`src/rtl/tile_pixel_pkg.sv`:
```
// Shared colour constants, RGB444 type and tile classification for tile_pixel_pipe.
package tile_pixel_pkg;

  typedef logic [11:0] rgb444_t;

  typedef enum logic [1:0] {
    TILE_WATER,
    TILE_BLOCK,
    TILE_PATH
  } tile_class_e;

  localparam rgb444_t COLOR_WATER = 12'h0f0;
  localparam rgb444_t COLOR_BLOCK = 12'h000;
  localparam rgb444_t COLOR_PATH  = 12'hfff;
  localparam rgb444_t COLOR_OFF   = 12'h000;

  function automatic rgb444_t class_color(input tile_class_e cls);
    case (cls)
      TILE_WATER: class_color = COLOR_WATER;
      TILE_BLOCK: class_color = COLOR_BLOCK;
      default:    class_color = COLOR_PATH;
    endcase
  endfunction

endpackage

```
`src/rtl/tile_pixel_pipe_hit.sv`:
```
// Stages 1-2 of the token test for one player: tile match, centre offsets, then
// squared distance against RADIUS^2. hit_o is combinational from the stage-1 registers.
module tile_hit_test #(
  parameter int TILE_LOG2 = 6,
  parameter int H_TILES   = 10,
  parameter int V_TILES   = 6,
  parameter int RADIUS    = 16
) (
  input  logic                 clk,
  input  logic                 rst_n,
  input  logic [9:0]           col_i,
  input  logic [9:0]           row_i,
  input  logic [TILE_LOG2-1:0] off_h_i,
  input  logic [TILE_LOG2-1:0] off_v_i,
  input  logic [3:0]           tile_h_i,
  input  logic [3:0]           tile_v_i,
  input  logic                 enable_i,
  output logic                 hit_o
);

  localparam int SUMW = 2 * TILE_LOG2 + 2;
  localparam logic [TILE_LOG2:0] HALF      = (TILE_LOG2 + 1)'(1 << (TILE_LOG2 - 1));
  localparam logic [SUMW-1:0]    RADIUS_SQ = SUMW'(RADIUS * RADIUS);

  logic                        inTile_d, inTile_q;
  logic signed [TILE_LOG2:0]   dx_d, dy_d, dx_q, dy_q;
  logic signed [SUMW-1:0]      dxWide, dyWide;
  logic        [SUMW-1:0]      distSq;

  // A player parked outside the drawn map can never match a drawn tile.
  always_comb begin
    inTile_d = enable_i
            && (10'(tile_h_i) < 10'(H_TILES)) && (10'(tile_v_i) < 10'(V_TILES))
            && (10'(tile_h_i) == col_i) && (10'(tile_v_i) == row_i);
    dx_d = $signed({1'b0, off_h_i} - HALF);
    dy_d = $signed({1'b0, off_v_i} - HALF);
  end

  always_ff @(posedge clk or negedge rst_n) begin
    if (!rst_n) begin
      inTile_q <= 1'b0;
      dx_q     <= '0;
      dy_q     <= '0;
    end else begin
      inTile_q <= inTile_d;
      dx_q     <= dx_d;
      dy_q     <= dy_d;
    end
  end

  assign dxWide = {{(SUMW - TILE_LOG2 - 1){dx_q[TILE_LOG2]}}, dx_q};
  assign dyWide = {{(SUMW - TILE_LOG2 - 1){dy_q[TILE_LOG2]}}, dy_q};
  assign distSq = dxWide * dxWide + dyWide * dyWide;
  assign hit_o  = inTile_q && (distSq < RADIUS_SQ);

endmodule

```
`src/rtl/tile_pixel_pipe.sv`:
```
// Three-stage tile-map pixel generator with frame-latched player tokens.
// Optional PIXEL_BLINK_EN adds a per-frame blink counter that hides blinking players.
module tile_pixel_pipe #(
  parameter int TILE_LOG2  = 6,
  parameter int H_TILES    = 10,
  parameter int V_TILES    = 6,
  parameter int NPLAYER    = 2,
  parameter int RADIUS     = 16,
  parameter int WATER_MOD  = 3,
  parameter int BLOCK_MOD  = 4,
  parameter int BLINK_LOG2 = 5
) (
  input  logic                    clk,
  input  logic                    rst_n,
  input  logic [9:0]              h_cnt,
  input  logic [9:0]              v_cnt,
  input  logic                    valid,
  input  logic                    frame_start,
  input  logic [4*NPLAYER-1:0]    player_h,
  input  logic [4*NPLAYER-1:0]    player_v,
  input  logic [12*NPLAYER-1:0]   player_color,
  input  logic [NPLAYER-1:0]      player_blink,
  output logic [3:0]              vgaRed,
  output logic [3:0]              vgaGreen,
  output logic [3:0]              vgaBlue,
  output logic                    pix_valid
);

  import tile_pixel_pkg::*;

  localparam logic [9:0] WMOD = 10'(WATER_MOD);
  localparam logic [9:0] BMOD = 10'(BLOCK_MOD);

  logic [NPLAYER-1:0][3:0]  shadowH_q, shadowV_q;
  logic [NPLAYER-1:0][11:0] shadowColor_q;
  logic [NPLAYER-1:0]       suppress, hit;

  always_ff @(posedge clk or negedge rst_n) begin
    if (!rst_n) begin
      shadowH_q     <= '0;
      shadowV_q     <= '0;
      shadowColor_q <= '0;
    end else if (frame_start) begin
      shadowH_q     <= player_h;
      shadowV_q     <= player_v;
      shadowColor_q <= player_color;
    end
  end

`ifdef PIXEL_BLINK_EN
  logic [BLINK_LOG2-1:0] blinkCnt_q;
  logic [NPLAYER-1:0]    shadowBlink_q;

  always_ff @(posedge clk or negedge rst_n) begin
    if (!rst_n) begin
      blinkCnt_q    <= '0;
      shadowBlink_q <= '0;
    end else if (frame_start) begin
      blinkCnt_q    <= blinkCnt_q + BLINK_LOG2'(1);
      shadowBlink_q <= player_blink;
    end
  end

  assign suppress = shadowBlink_q & {NPLAYER{blinkCnt_q[BLINK_LOG2-1]}};
`else
  localparam int unusedBlinkLog2 = BLINK_LOG2;
  logic unusedBlink;
  assign unusedBlink = ^player_blink;
  assign suppress    = '0;
`endif

  // Stage 1: tile coordinates and out-of-map flag; colours are captured here so a
  // pixel keeps the shadows it was classified with even if they reload behind it.
  logic [9:0]               col, row, col1_q, row1_q;
  logic                     offMap1_d, offMap1_q, valid1_q;
  logic [NPLAYER-1:0][11:0] color1_q;

  assign col       = h_cnt >> TILE_LOG2;
  assign row       = v_cnt >> TILE_LOG2;
  assign offMap1_d = !valid || (col >= 10'(H_TILES)) || (row >= 10'(V_TILES));

  always_ff @(posedge clk or negedge rst_n) begin
    if (!rst_n) begin
      col1_q    <= '0;
      row1_q    <= '0;
      offMap1_q <= 1'b0;
      valid1_q  <= 1'b0;
      color1_q  <= '0;
    end else begin
      col1_q    <= col;
      row1_q    <= row;
      offMap1_q <= offMap1_d;
      valid1_q  <= valid;
      color1_q  <= shadowColor_q;
    end
  end

  for (genvar p = 0; p < NPLAYER; p++) begin : g_player
    tile_hit_test #(
      .TILE_LOG2(TILE_LOG2),
      .H_TILES  (H_TILES),
      .V_TILES  (V_TILES),
      .RADIUS   (RADIUS)
    ) u_hit (
      .clk     (clk),
      .rst_n   (rst_n),
      .col_i   (col),
      .row_i   (row),
      .off_h_i (h_cnt[TILE_LOG2-1:0]),
      .off_v_i (v_cnt[TILE_LOG2-1:0]),
      .tile_h_i(shadowH_q[p]),
      .tile_v_i(shadowV_q[p]),
      .enable_i(!suppress[p]),
      .hit_o   (hit[p])
    );
  end

  // Stage 2: tile class and lowest-index hitting player (scan high to low so index 0 wins).
  tile_class_e class2_d, class2_q;
  logic        anyHit2_d, anyHit2_q, offMap2_q, valid2_q;
  rgb444_t     hitColor2_d, hitColor2_q;

  always_comb begin
    anyHit2_d   = 1'b0;
    hitColor2_d = COLOR_OFF;
    for (int p = NPLAYER - 1; p >= 0; p--) begin
      if (hit[p]) begin
        anyHit2_d   = 1'b1;
        hitColor2_d = color1_q[p];
      end
    end
    if ((col1_q % WMOD) == 10'd0)      class2_d = TILE_WATER;
    else if ((row1_q % BMOD) == 10'd0) class2_d = TILE_BLOCK;
    else                               class2_d = TILE_PATH;
  end

  always_ff @(posedge clk or negedge rst_n) begin
    if (!rst_n) begin
      class2_q    <= TILE_WATER;
      anyHit2_q   <= 1'b0;
      hitColor2_q <= COLOR_OFF;
      offMap2_q   <= 1'b0;
      valid2_q    <= 1'b0;
    end else begin
      class2_q    <= class2_d;
      anyHit2_q   <= anyHit2_d;
      hitColor2_q <= hitColor2_d;
      offMap2_q   <= offMap1_q;
      valid2_q    <= valid1_q;
    end
  end

  rgb444_t rgb_d, rgb_q;
  logic    valid3_q;

  always_comb begin
    rgb_d = class_color(class2_q);
    if (offMap2_q)      rgb_d = COLOR_OFF;
    else if (anyHit2_q) rgb_d = hitColor2_q;
  end

  always_ff @(posedge clk or negedge rst_n) begin
    if (!rst_n) begin
      rgb_q    <= COLOR_OFF;
      valid3_q <= 1'b0;
    end else begin
      rgb_q    <= rgb_d;
      valid3_q <= valid2_q;
    end
  end

  assign {vgaRed, vgaGreen, vgaBlue} = rgb_q;
  assign pix_valid = valid3_q;

endmodule

```
`config.mk`:
```
export PLATFORM = sky130hd
export DESIGN_NAME = tile_pixel_pipe
export DESIGN_NICKNAME = d
export VERILOG_FILES = /design/src/rtl/tile_pixel_pkg.sv /design/src/rtl/tile_pixel_pipe_hit.sv /design/src/rtl/tile_pixel_pipe.sv
export SDC_FILE = /design/constraint.sdc
export NUM_CORES = 1
export LEC_CHECK = 0
export CAP_MARGIN = 20
export CORE_MARGIN = 5
export CORE_UTILIZATION = 57
export CTS_BUF_LIST = sky130_fd_sc_hd__clkbuf_4 sky130_fd_sc_hd__clkbuf_8 sky130_fd_sc_hd__clkbuf_16
export CTS_CLUSTER_SIZE = 40
export DETAILED_ROUTE_END_ITERATION = 16
export GPL_ROUTABILITY_DRIVEN = 0
export HOLD_SLACK_MARGIN = 0.15
export PLACE_DENSITY = 0.83
export SLEW_MARGIN = 20
export SYNTH_ARGS = -nofsm -noshare
export SYNTH_HDL_FRONTEND = slang
export SYNTH_SLANG_ARGS = --single-unit
```
`constraint.sdc`:
```
create_clock -name clk -period 6.8 [get_ports clk]
set_input_delay 0.68 -clock clk [delete_from_list [all_inputs] [get_ports clk]]
set_output_delay 0.68 -clock clk [all_outputs]
set_load 0.05 [all_outputs]
```
; ---- After elaboration in Yosys (flattened, before gate mapping)
; Index checks and enable logic that the tools add are counted.
; Widths: inputs -> output; s select.
[classes]
magnitude_cmp = 7
mul = 2
div = 1
add_sub_neg = 3
n_mux = 9
reduce_logical = 14
n_eq_ne = 5
[ops]
columns = op, count
row1 = $mux 12, 4
row2 = $mul 7x7->14, 2
row3 = $pmux 12 s2, 1
row4 = $logic_not 10->1, 2
row5 = $eq 4x4->1, 4
row6 = $add 14x14->14, 1
row7 = $lt 14x9->1 const B, 1
row8 = $sub 6x6->7 const B, 2
row9 = $mod 4x2->10 const B, 1
row10 = $logic_and 1x1->1, 8
row11 = $lt 4x3->1 const B, 2
row12 = $lt 4x4->1 const B, 2
row13 = $ge 4x3->1 const B, 1
row14 = $ge 4x4->1 const B, 1
row15 = $mux 2, 2
row16 = $eq 2x1->1 const B, 1
row17 = $logic_not 2->1, 1
row18 = $logic_or 1x1->1, 2
row19 = $mux 1, 2
row20 = $logic_not 1->1, 1
[word_totals]
reg_bits = 118
input_bits = 66
word_cells = 64
output_inout_bits = 13

; ---- Depth between registers and ports, before layout
; Gate-level depths: netlist (run 1).
[depth]
depth_word = 6
mapped_depth = 23
mapped_depth_nobuf = 21

; ---- Cells and area by module
; Synthesis (run 1) repeated with hierarchy kept, for this count alone.
[unflattened]
cells_unflattened = 946
hier_area_um2 = 10515.1
[modules_own_cells]
columns = mod, n_inst, cells_per_inst, area_per_inst_um2, seq_area_each_um2
row1 = tile_pixel_pipe, 1, 244, 3632.2, 2552.4
row2 = tile_hit_test at g_player[0].u_hit, 1, 354, 3447.1, 325.3
row3 = tile_hit_test at g_player[1].u_hit, 1, 348, 3435.8, 325.3

; ---- Worst setup path before layout (run 1)
; No wires, ideal clock.
[synth_timing]
path_type = reg-to-reg
from = reg g_player[1].u_hit.dy_q[5]
to = reg hitColor2_q[10]
t_arrival_ns = 5.757
synth_period_minus_slack_ns = 5.842
stages_incl_launch_ff = 19
required_ns = 6.716
path_slack_ns = 0.958
setup_ns = 0.084
n_path_buf = 2
cell_sequence = dfrtp_1 -> clkbuf_1 -> and2_1 -> fa_1 -> inv_1 -> fa_1 -> inv_1 -> fa_1 -> fa_1 -> fa_1 -> inv_1 -> fa_1 -> inv_1 -> ha_1 -> a211o_1 -> o32a_1 -> o32a_1 -> buf_6 -> nor3_2
[synth_between]
elab_chain_cells = 6
elab_cells_between_ends = 7
cone_classes = add/sub: 1 / mul: 1 / order compare: 1 / mux: 2 / reduce/logical: 2
[synth_rtl]
columns = item, line
row1 = from (decl), tile_pixel_pipe_hit.sv:26  ; logic signed [TILE_LOG2:0] dx_d, dy_d, dx_q, dy_q;
row2 = from (signal assigned), tile_pixel_pipe_hit.sv:47  ; dy_q <= dy_d;
row3 = $mul 7x7->14 *, tile_pixel_pipe_hit.sv:53  ; assign distSq = dxWide * dxWide + dyWide * dyWide;
row4 = $add 14x14->14 *, tile_pixel_pipe_hit.sv:53
row5 = $lt 14x9->1 *, tile_pixel_pipe_hit.sv:54  ; assign hit_o = inTile_q && (distSq < RADIUS_SQ);
row6 = $logic_and 1x1->1, tile_pixel_pipe_hit.sv:54
row7 = $mux 12, tile_pixel_pipe.sv:127  ; if (hit[p]) begin
row8 = $mux 12 *, tile_pixel_pipe.sv:127
row9 = named net hitColor2_d[10], tile_pixel_pipe.sv:121  ; rgb444_t hitColor2_d, hitColor2_q;
row10 = to (signal assigned), tile_pixel_pipe.sv:147  ; hitColor2_q <= hitColor2_d;
row11 = to (decl), tile_pixel_pipe.sv:121
; The timed path passes the listed nets; every way through them passes the cells marked *.
; A chain may end at the register's enable or synchronous reset.

; ---- Worst setup path after layout (run 1)
[layout_timing]
from = reg g_player[1].u_hit.dy_q[5]
to = reg anyHit2_q
[layout_between]
elab_chain_cells = 6
elab_cells_between_ends = 7
cone_classes = add/sub: 1 / mul: 1 / order compare: 1 / mux: 2 / reduce/logical: 2
[layout_rtl]
columns = item, line
row1 = $mul 7x7->14 *, tile_pixel_pipe_hit.sv:53
row2 = $add 14x14->14 *, tile_pixel_pipe_hit.sv:53
row3 = $lt 14x9->1 *, tile_pixel_pipe_hit.sv:54
row4 = $logic_and 1x1->1, tile_pixel_pipe_hit.sv:54
row5 = $mux 1, tile_pixel_pipe.sv:127
row6 = $mux 1 *, tile_pixel_pipe.sv:127
row7 = named net anyHit2_d, tile_pixel_pipe.sv:120  ; logic anyHit2_d, anyHit2_q, offMap2_q, valid2_q;
row8 = to (signal assigned), tile_pixel_pipe.sv:146  ; anyHit2_q <= anyHit2_d;
row9 = to (decl), tile_pixel_pipe.sv:120
; Marks and branches as above.

==> metrics.log, run 1 <==
[metrics] count of buffers added by post-CTS timing repair for setup: 0
[metrics] highest clock rate: between 150 and 200 MHz
[metrics] Finish-stage setup viols: 0
[metrics] class of the tightest hold or removal check: input pin to asynchronous set/reset pin
[metrics] TNS Setup: 0 ns
[metrics] Main synth FF type: sky130_fd_sc_hd__dfrtp_1
[metrics] final critical-path share of the clock period: 93.7%
[metrics] leakage component of the power: 4.12 nW
[metrics] unrepaired setup endpoints after global routing: false
[metrics] relative contribution of sequential cells to total power: 20.6%
[metrics] Pre-Repair DR Iteration Count: 5
[metrics] internal power contribution: between 0.002 and 0.0025 W
[metrics] Post-Route Utilization: 69.8%
[metrics] Worst Max-Slew Pin Slew: roughly 0.9 ns
[metrics] DRT Wirelength: between 15 and 20 mm
[metrics] TritonCTS sink count: between 100 and 150
[metrics] quantity of gates resized following cts: 0
[metrics] cell depth of the worst flop-to-flop path: 18
[metrics] Antenna diodes: 0
[metrics] sequential share of the synthesized area: 40.6%
[metrics] Initial Utilization: between 50% and 60%
[metrics] violation count after the first detailed-route iteration: between 300 and 400
[metrics] type of the worst setup path: flip-flop to flip-flop
[metrics] Max IR drop VDD: approximately 0.61 mV
[metrics] Setup crit start kind: flip-flop
[metrics] overall via count from detail_route: around 4700
[metrics] CTS tree: done
[metrics] HPWL after detailed placement: between 10 and 15 mm
[metrics] type of destination of the critical path: flip-flop
[metrics] clock period minus final worst setup slack: 6.37 ns
[metrics] row cnt: between 40 and 50
[metrics] via-per-instance ratio: approximately 5.3
[metrics] #FFs+latches synth: around 120
[metrics] required time of the worst setup path: a little over 7 ns
[metrics] status: complete, no violations
[metrics] Mapped Cells: slightly above 600
[metrics] endpoint of the worst-slack reg-to-reg timing path: anyHit2_q
[metrics] Yosys top cell area share: ~41%
[metrics] Place WS: 0.506 ns
[metrics] number of warnings printed during yosys synthesis: 0
[metrics] Detail Route Antenna Nets: 0
[metrics] Data arrival, critical path: 6.62 ns
[metrics] area of the mapped netlist: 7160 sq um
[metrics] DRC violation count after routing: 0
[metrics] Syn Nets: between 700 and 800
[metrics] proportion of power drawn by combinational gates: between 50% and 60%
[metrics] H-tree lvl count: 4
[metrics] worst slew slack as a fraction of its limit: around 40%
[metrics] number of enable flip-flop cells after synthesis: 0
[metrics] clk_lat worst skew: roughly 0.4 ns
[metrics] die span in y: around 120 um
[metrics] count of input and output buffers: 76
[metrics] clock-pin slew on the worst setup and hold paths: 0.06 ns
[metrics] most used cells in the layout excluding fill and tap cells: sky130_fd_sc_hd__inv_1, sky130_fd_sc_hd__dfrtp_1, sky130_fd_sc_hd__clkdlybuf4s50_1, sky130_fd_sc_hd__fa_1, sky130_fd_sc_hd__ha_1
[metrics] number of hold buffers added after CTS: 0
[metrics] Final Hold Violating Endpoints: 0
[metrics] max-cap check violation count: 0
[metrics] GR Overflow Total: 0
[metrics] global-route wire length before repair: 26.3 mm
[metrics] final count of pins violating max slew: 0
[metrics] min setup slack post-route: 0.431 ns
[metrics] maximum number of pins on one net before global-route repair: between 60 and 70
[metrics] Layout Area Growth over Synthesis: 21.6%
[metrics] switching power share of the total: ~42%
[metrics] DIE AREA: 14900 sq um
[metrics] fraction of registers with async set/reset: 100%
[metrics] IO Count: roughly 80
[metrics] number of distinct library cells after synthesis: 49
[metrics] register-to-register setup slack: between 0.4 and 0.5 ns
[metrics] die width: roughly 120 um
[metrics] Clk Tree Root Cell: sky130_fd_sc_hd__clkbuf_16
[metrics] Final nets: ~870
[metrics] fraction of layout instances using a drive strength above 1: a little over an eighth
[metrics] Max Root-Sink Buffers: 2
[metrics] core outline area: approximately 12000 sq um
[metrics] CTS Buf Count: 17
[metrics] mean area per synthesized cell: around 12 sq um
[metrics] critical path fanouts, max: 13
[metrics] biggest area contributors in the synthesized netlist: sky130_fd_sc_hd__dfrtp_1, sky130_fd_sc_hd__fa_1, sky130_fd_sc_hd__ha_1
[metrics] Max Clock Skew: slightly above 0.01 ns
[metrics] clock share of power: approximately a quarter
[metrics] most area-hungry cell type in the Yosys netlist: sky130_fd_sc_hd__dfrtp_1
[metrics] number of antenna violations at the first check in global routing: 0
[metrics] power density of the placed cells: 433 nW/um^2
[metrics] Global Route Usage Sum: 23.2%
[metrics] net switching component of the power: 0.00160 W
[metrics] average detailed-routed wire length per instance: roughly 18 um
[metrics] vias in the first global route: ~5400
[metrics] startpoint of the worst register-to-register path: g_player[1].u_hit.dy_q[5]
-- layout make-up --
cell class / count / area (sq um)
Clock buffer: 19 / 447
Clock inverter: 12 / 154
Fill cell: 847 / 3760
Inverter: 116 / 435
Multi-Input combinational cell: 356 / 3750
Sequential cell: 116 / 2900
Tap cell: 172 / 215
Timing Repair Buffer: 81 / 796
-- critical path, cell delays in order, from the launching register on --
cell	delay [ns]
sky130_fd_sc_hd__dfrtp_1	0.52
sky130_fd_sc_hd__nand2_1	0.22
sky130_fd_sc_hd__inv_1	0.11
sky130_fd_sc_hd__fa_1	0.67
sky130_fd_sc_hd__inv_1	0.11
sky130_fd_sc_hd__fa_1	0.55
sky130_fd_sc_hd__inv_1	0.06
sky130_fd_sc_hd__fa_1	0.46
sky130_fd_sc_hd__fa_1	0.50
sky130_fd_sc_hd__fa_1	0.54
sky130_fd_sc_hd__inv_1	0.05
sky130_fd_sc_hd__fa_1	0.53
sky130_fd_sc_hd__inv_1	0.04
sky130_fd_sc_hd__ha_1	0.34
sky130_fd_sc_hd__a211o_1	0.31
sky130_fd_sc_hd__o32a_1	0.32
sky130_fd_sc_hd__nand3_1	0.09
sky130_fd_sc_hd__o32a_1	0.59
sky130_fd_sc_hd__nor3_1	0.17
-- state kept, by name, indices dropped and copies added (netlist names) --
name,flops
g_player.u_hit.dx_q,6
valid1_q,1
valid2_q,1
color1_q,24
class2_q,2
shadowH_q,8
pix_valid,1
rgb_q,12
anyHit2_q,1
shadowColor_q,24
col1_q,4
g_player.u_hit.dy_q,6
offMap2_q,1
hitColor2_q,12
shadowV_q,8
g_player.u_hit.inTile_q,2
row1_q,2
offMap1_q,1
-- worst max-delay path by stage --
stage                                         start              end
final                     g_player[1].u_hit.dy_q[5]        anyHit2_q
after global routing      g_player[1].u_hit.dy_q[5]        anyHit2_q
after CTS                 g_player[1].u_hit.dy_q[5]        anyHit2_q
after detailed placement  g_player[1].u_hit.dy_q[5]   hitColor2_q[0]
after global placement    g_player[1].u_hit.dy_q[5]   hitColor2_q[0]
after floorplan           g_player[1].u_hit.dy_q[5]  hitColor2_q[10]
-- power by group through the flow --
stage	Combinational [W]	Sequential (W)	Clock [W]
after detailed placement	0.00205	0.000784	0
after global placement	0.00193	0.000781	0
after CTS	0.00210	0.000776	0.000917
final	0.00209	0.000776	0.000905
after floorplan	0.00169	0.000785	0
after global routing	0.00238	0.000781	0.000951
-- cell usage after synthesis (all sizes together), types with 2 or more instances --
| master | n |
|---|---|
| o32a | 2 |
| nand3 | 7 |
| o21a | 2 |
| buf | 4 |
| or2 | 2 |
| ha | 43 |
| fa | 72 |
| a22oi | 11 |
| mux2i | 2 |
| nor4bb | 2 |
| a31oi | 3 |
| nor2 | 20 |
| mux2 | 40 |
| xnor3 | 3 |
| xor2 | 8 |
| inv | 116 |
| nor3b | 2 |
| nand4 | 2 |
| nand2 | 29 |
| a21oi | 17 |
| xnor2 | 15 |
| o21ai | 3 |
| dfrtp | 116 |
| a21o | 5 |
| nor3 | 24 |
| clkbuf | 12 |
| and2 | 15 |
| o31ai | 2 |
| nor2b | 8 |
-- kinds of logic (layout without fill, tap and decap cells) --
kind of cell	after synthesis	after routing	synth area share, %
and+or+nand+nor	117	117	8.93
AOI/OAI and AO/OA	56	56	5.30
buffers and inverters	132	228	7.03
xor gates and xnor gates	26	26	3.97
adders and majority gates	115	115	27.7
muxes	42	42	6.57
DFF	116	116	40.6
-- metal layers --
| metal | share of wire [%] | track usage, % | wire length (um) |
|---|---|---|---|
| met5 | 0 | 0 | 0 |
| met4 | 2.8 | 8.68 | 431 |
| met3 | 4.7 | 6.04 | 716 |
| met2 | 54 | 41.7 | 8300 |
| met1 | 38 | 26.5 | 5840 |
-- through the flow --
stage               area, sq um  total power [W]  cells  hold WS [ns]
finish                     8700          0.00377    872         0.310
global route               8700          0.00411    872         0.368
CTS                        8700          0.00379    872         0.325
detailed placement         8100          0.00284    841         0.337
global placement           8100          0.00271    841         0.335
floorplan                  7160          0.00247    604         0.331
Power figures use the tool's default switching activity.
==> run 2: changes to the inputs <==
==> constraint.sdc (replaced) <==
create_clock -name clk -period 6.6 [get_ports clk]
set_input_delay 0.66 -clock clk [delete_from_list [all_inputs] [get_ports clk]]
set_output_delay 0.66 -clock clk [all_outputs]
set_load 0.05 [all_outputs]
==> run 2 against run 1 <==
  * Critical path depth decreased by 1
  * Die area is the same
  * Via count decreased by 0.51%
  * Cell count increased by 0.11%
  * Combinational power up 5%
  * Utilization grew 0.11 points
  * Global-route usage down 1.2 points
  * Sequential cell count stayed put
  * Highest routed layer unchanged
==> metrics.log, run 2 (same netlist as run 1, synthesis figures left out) <==
[metrics] status: complete, no violations
[metrics] maximum number of pins on one net before global-route repair: just over 60
[metrics] slowest library cell on the worst path: sky130_fd_sc_hd__fa_1
[metrics] IO Count: between 70 and 80
[metrics] type of destination of the critical path: flip-flop
[metrics] required time of the worst setup path: between 6 and 7 ns
[metrics] die span in y: 122 um
[metrics] DRT Wirelength: roughly 15 mm
[metrics] net switching component of the power: between 0.0015 and 0.002 W
[metrics] power density of the placed cells: 451 nW/um^2
[metrics] overall via count from detail_route: between 4000 and 5000
[metrics] unrepaired setup endpoints after global routing: false
[metrics] clock-pin slew on the worst setup and hold paths: ~0.05 ns
[metrics] Initial Utilization: between 50% and 60%
[metrics] commonest non-fill, non-tap cell in the layout: sky130_fd_sc_hd__dfrtp_1
[metrics] die width: 122 um
[metrics] Layout Area Growth over Synthesis: 21.8%
[metrics] Max Clock Skew: 0.00691 ns
[metrics] fraction of layout instances using a drive strength above 1: between 10% and 20%
[metrics] relative contribution of sequential cells to total power: 20.3%
[metrics] GR Overflow Total: 0
[metrics] Setup crit start kind: flip-flop
[metrics] number of antenna violations at the first check in global routing: 0
[metrics] HPWL after detailed placement: between 10 and 15 mm
[metrics] clk_lat worst skew: a little over 0.4 ns
[metrics] final critical-path share of the clock period: around 95%
[metrics] slowest stage delay, CP: 0.67 ns
[metrics] Pre-Repair DR Iteration Count: 4
[metrics] placed standard-cell area: 8110 sq um
[metrics] clock share of power: between 20% and 30%
[metrics] Detail Route Antenna Nets: 0
[metrics] H-tree lvl count: 4
[metrics] worst slew slack as a fraction of its limit: 40.3%
[metrics] type of the worst setup path: flip-flop to flip-flop
[metrics] Worst Max-Slew Pin Slew: 0.894 ns
[metrics] proportion of power drawn by combinational gates: between 50 and 60%
[metrics] via-per-instance ratio: between 5 and 6
[metrics] internal power contribution: ~0.0023 W
[metrics] leakage component of the power: a little over 4 nW
[metrics] critical path fanouts, max: 13
[metrics] Max Root-Sink Buffers: 2
[metrics] final count of pins violating max slew: 0
[metrics] Clk Tree Root Cell: sky130_fd_sc_hd__clkbuf_16
[metrics] Max IR drop VDD: 0.566 mV
[metrics] global-route wire length before repair: approximately 25 mm
[metrics] Antenna diodes: 0
[metrics] final instance area: about 8700 sq um
[metrics] TritonCTS sink count: between 100 and 150
[metrics] Final Hold Violating Endpoints: 0
[metrics] core outline area: roughly 12000 sq um
[metrics] CTS Buf Count: 17
[metrics] TNS Setup: 0 ns
[metrics] row cnt: slightly above 40
[metrics] Finish-stage setup viols: 0
[metrics] Global Route Usage Sum: a little over a fifth
[metrics] violation count after the first detailed-route iteration: slightly above 200
[metrics] ordered list of cells on the worst path: nand2_1 -> inv_1 -> fa_1 -> inv_1 -> fa_1 -> inv_1 -> fa_1 -> fa_1 -> fa_1 -> inv_1 -> fa_1 -> inv_1 -> ha_1 -> a211o_1 -> o32a_1 -> o32a_2 -> nor3_2
[metrics] max-cap check violation count: 0
[metrics] CTS tree: done
[metrics] largest registers in the final layout: color1_q x24, shadowColor_q x24
[metrics] clock period minus final worst setup slack: 6.28 ns
[metrics] most used cells in the layout excluding fill and tap cells: sky130_fd_sc_hd__dfrtp_1, sky130_fd_sc_hd__inv_1, sky130_fd_sc_hd__clkdlybuf4s50_1, sky130_fd_sc_hd__fa_1, sky130_fd_sc_hd__ha_1
[metrics] Data arrival, critical path: 6.60 ns
[metrics] switching power share of the total: a little over two fifths
[metrics] DRC violation count after routing: 0
[metrics] Top cell by count, worst path: sky130_fd_sc_hd__fa_1
[metrics] Final nets: 870
[metrics] DIE AREA: between 10000 and 15000 sq um
[metrics] count of input and output buffers: 76
[metrics] highest clock rate: around 160 MHz
[metrics] vias in the first global route: 5351
[metrics] average detailed-routed wire length per instance: roughly 17 um
[metrics] class of the tightest hold or removal check: input pin to asynchronous set/reset pin
## run 2: cell count changes in the layout (fill, tap and decap cells not counted)
cell,delta
sky130_fd_sc_hd__buf_4,+1
sky130_fd_sc_hd__inv_1,-1
sky130_fd_sc_hd__o32a_1,-1
sky130_fd_sc_hd__o32a_2,+1
sky130_fd_sc_hd__clkinv_4,+1
## run 2: per-stage QoR
| stage | cells | hold WS, ns | util (%) | power [W] | worst slack [ns] |
|---|---|---|---|---|---|
| finish | 873 | 0.295 | 69.9 | 0.00393 | 0.320 |
| global route | 873 | 0.353 | 69.9 | 0.00423 | 0.00157 |
| CTS | 873 | 0.317 | 69.9 | 0.00394 | 0.198 |
| detailed placement | 842 | 0.340 | 65.1 | 0.00294 | 0.243 |
| global placement | 842 | 0.336 | 65.1 | 0.00279 | 0.423 |
| floorplan | 604 | 0.331 | - | 0.00255 | 0.758 |
## run 2: per-layer routing
metal / wire, um / global-route usage (%) / share of wire (%)
met2: 7760 / 38.9 / 53
met5: 0 / 0 / 0
met3: 680 / 5.29 / 4.6
met1: 5770 / 25.3 / 39
met4: 539 / 9.52 / 3.7
## run 2: layout make-up
cell class / instances / area [sq um]
Multi-Input combinational cell: 356 / 3750
Fill cell: 838 / 3750
Sequential cell: 116 / 2900
Timing Repair Buffer: 82 / 803
Clock buffer: 19 / 447
Inverter: 116 / 439
Tap cell: 172 / 215
Clock inverter: 12 / 155
## run 2: power by group through the flow
stage	clock (W)	combinational, W	sequential (W)
6_report	0.000932	0.00220	0.000797
5_1_grt	0.000976	0.00245	0.000803
4_1_cts	0.000941	0.00221	0.000797
3_5_place_dp	0	0.00214	0.000808
3_3_place_gp	0	0.00199	0.000804
2_1_floorplan	0	0.00174	0.000809
## run 2: timing repair
item,4_1_cts,5_1_grt
buffers inserted,0,0
hold buffers,0,0
setup endpoints to repair,0,13
resized for setup,0,2
endpoints found under the hold margin,0,0
## run 2: path summary, 6_finish.rpt
path | start | endpoint | slack (ns) | depth (start not counted)
worst max-delay path | g_player[1].u_hit.dy_q[5] | hitColor2_q[6] | 0.32 | 17
max in group asynchronous | rst_n | color1_q[21] | 5.07 | 2
worst min register to register | valid1_q | valid2_q | 0.35 | 0
worst min-delay path | rst_n | shadowColor_q[16] | 0.30 | 1
worst max register to register | g_player[1].u_hit.dy_q[5] | hitColor2_q[6] | 0.32 | 17
min in group clk | valid1_q | valid2_q | 0.35 | 0
## run 2: critical path: cells and delay by family (launching register included)
| family | cells | cell delay [ns] |
|---|---|---|
| AOI/OAI and AO/OA | 3 | 1.17 |
| DFF | 1 | 0.52 |
| and+or+nand+nor | 2 | 0.47 |
| buffers and inverters | 5 | 0.37 |
| adders and majority gates | 7 | 3.62 |
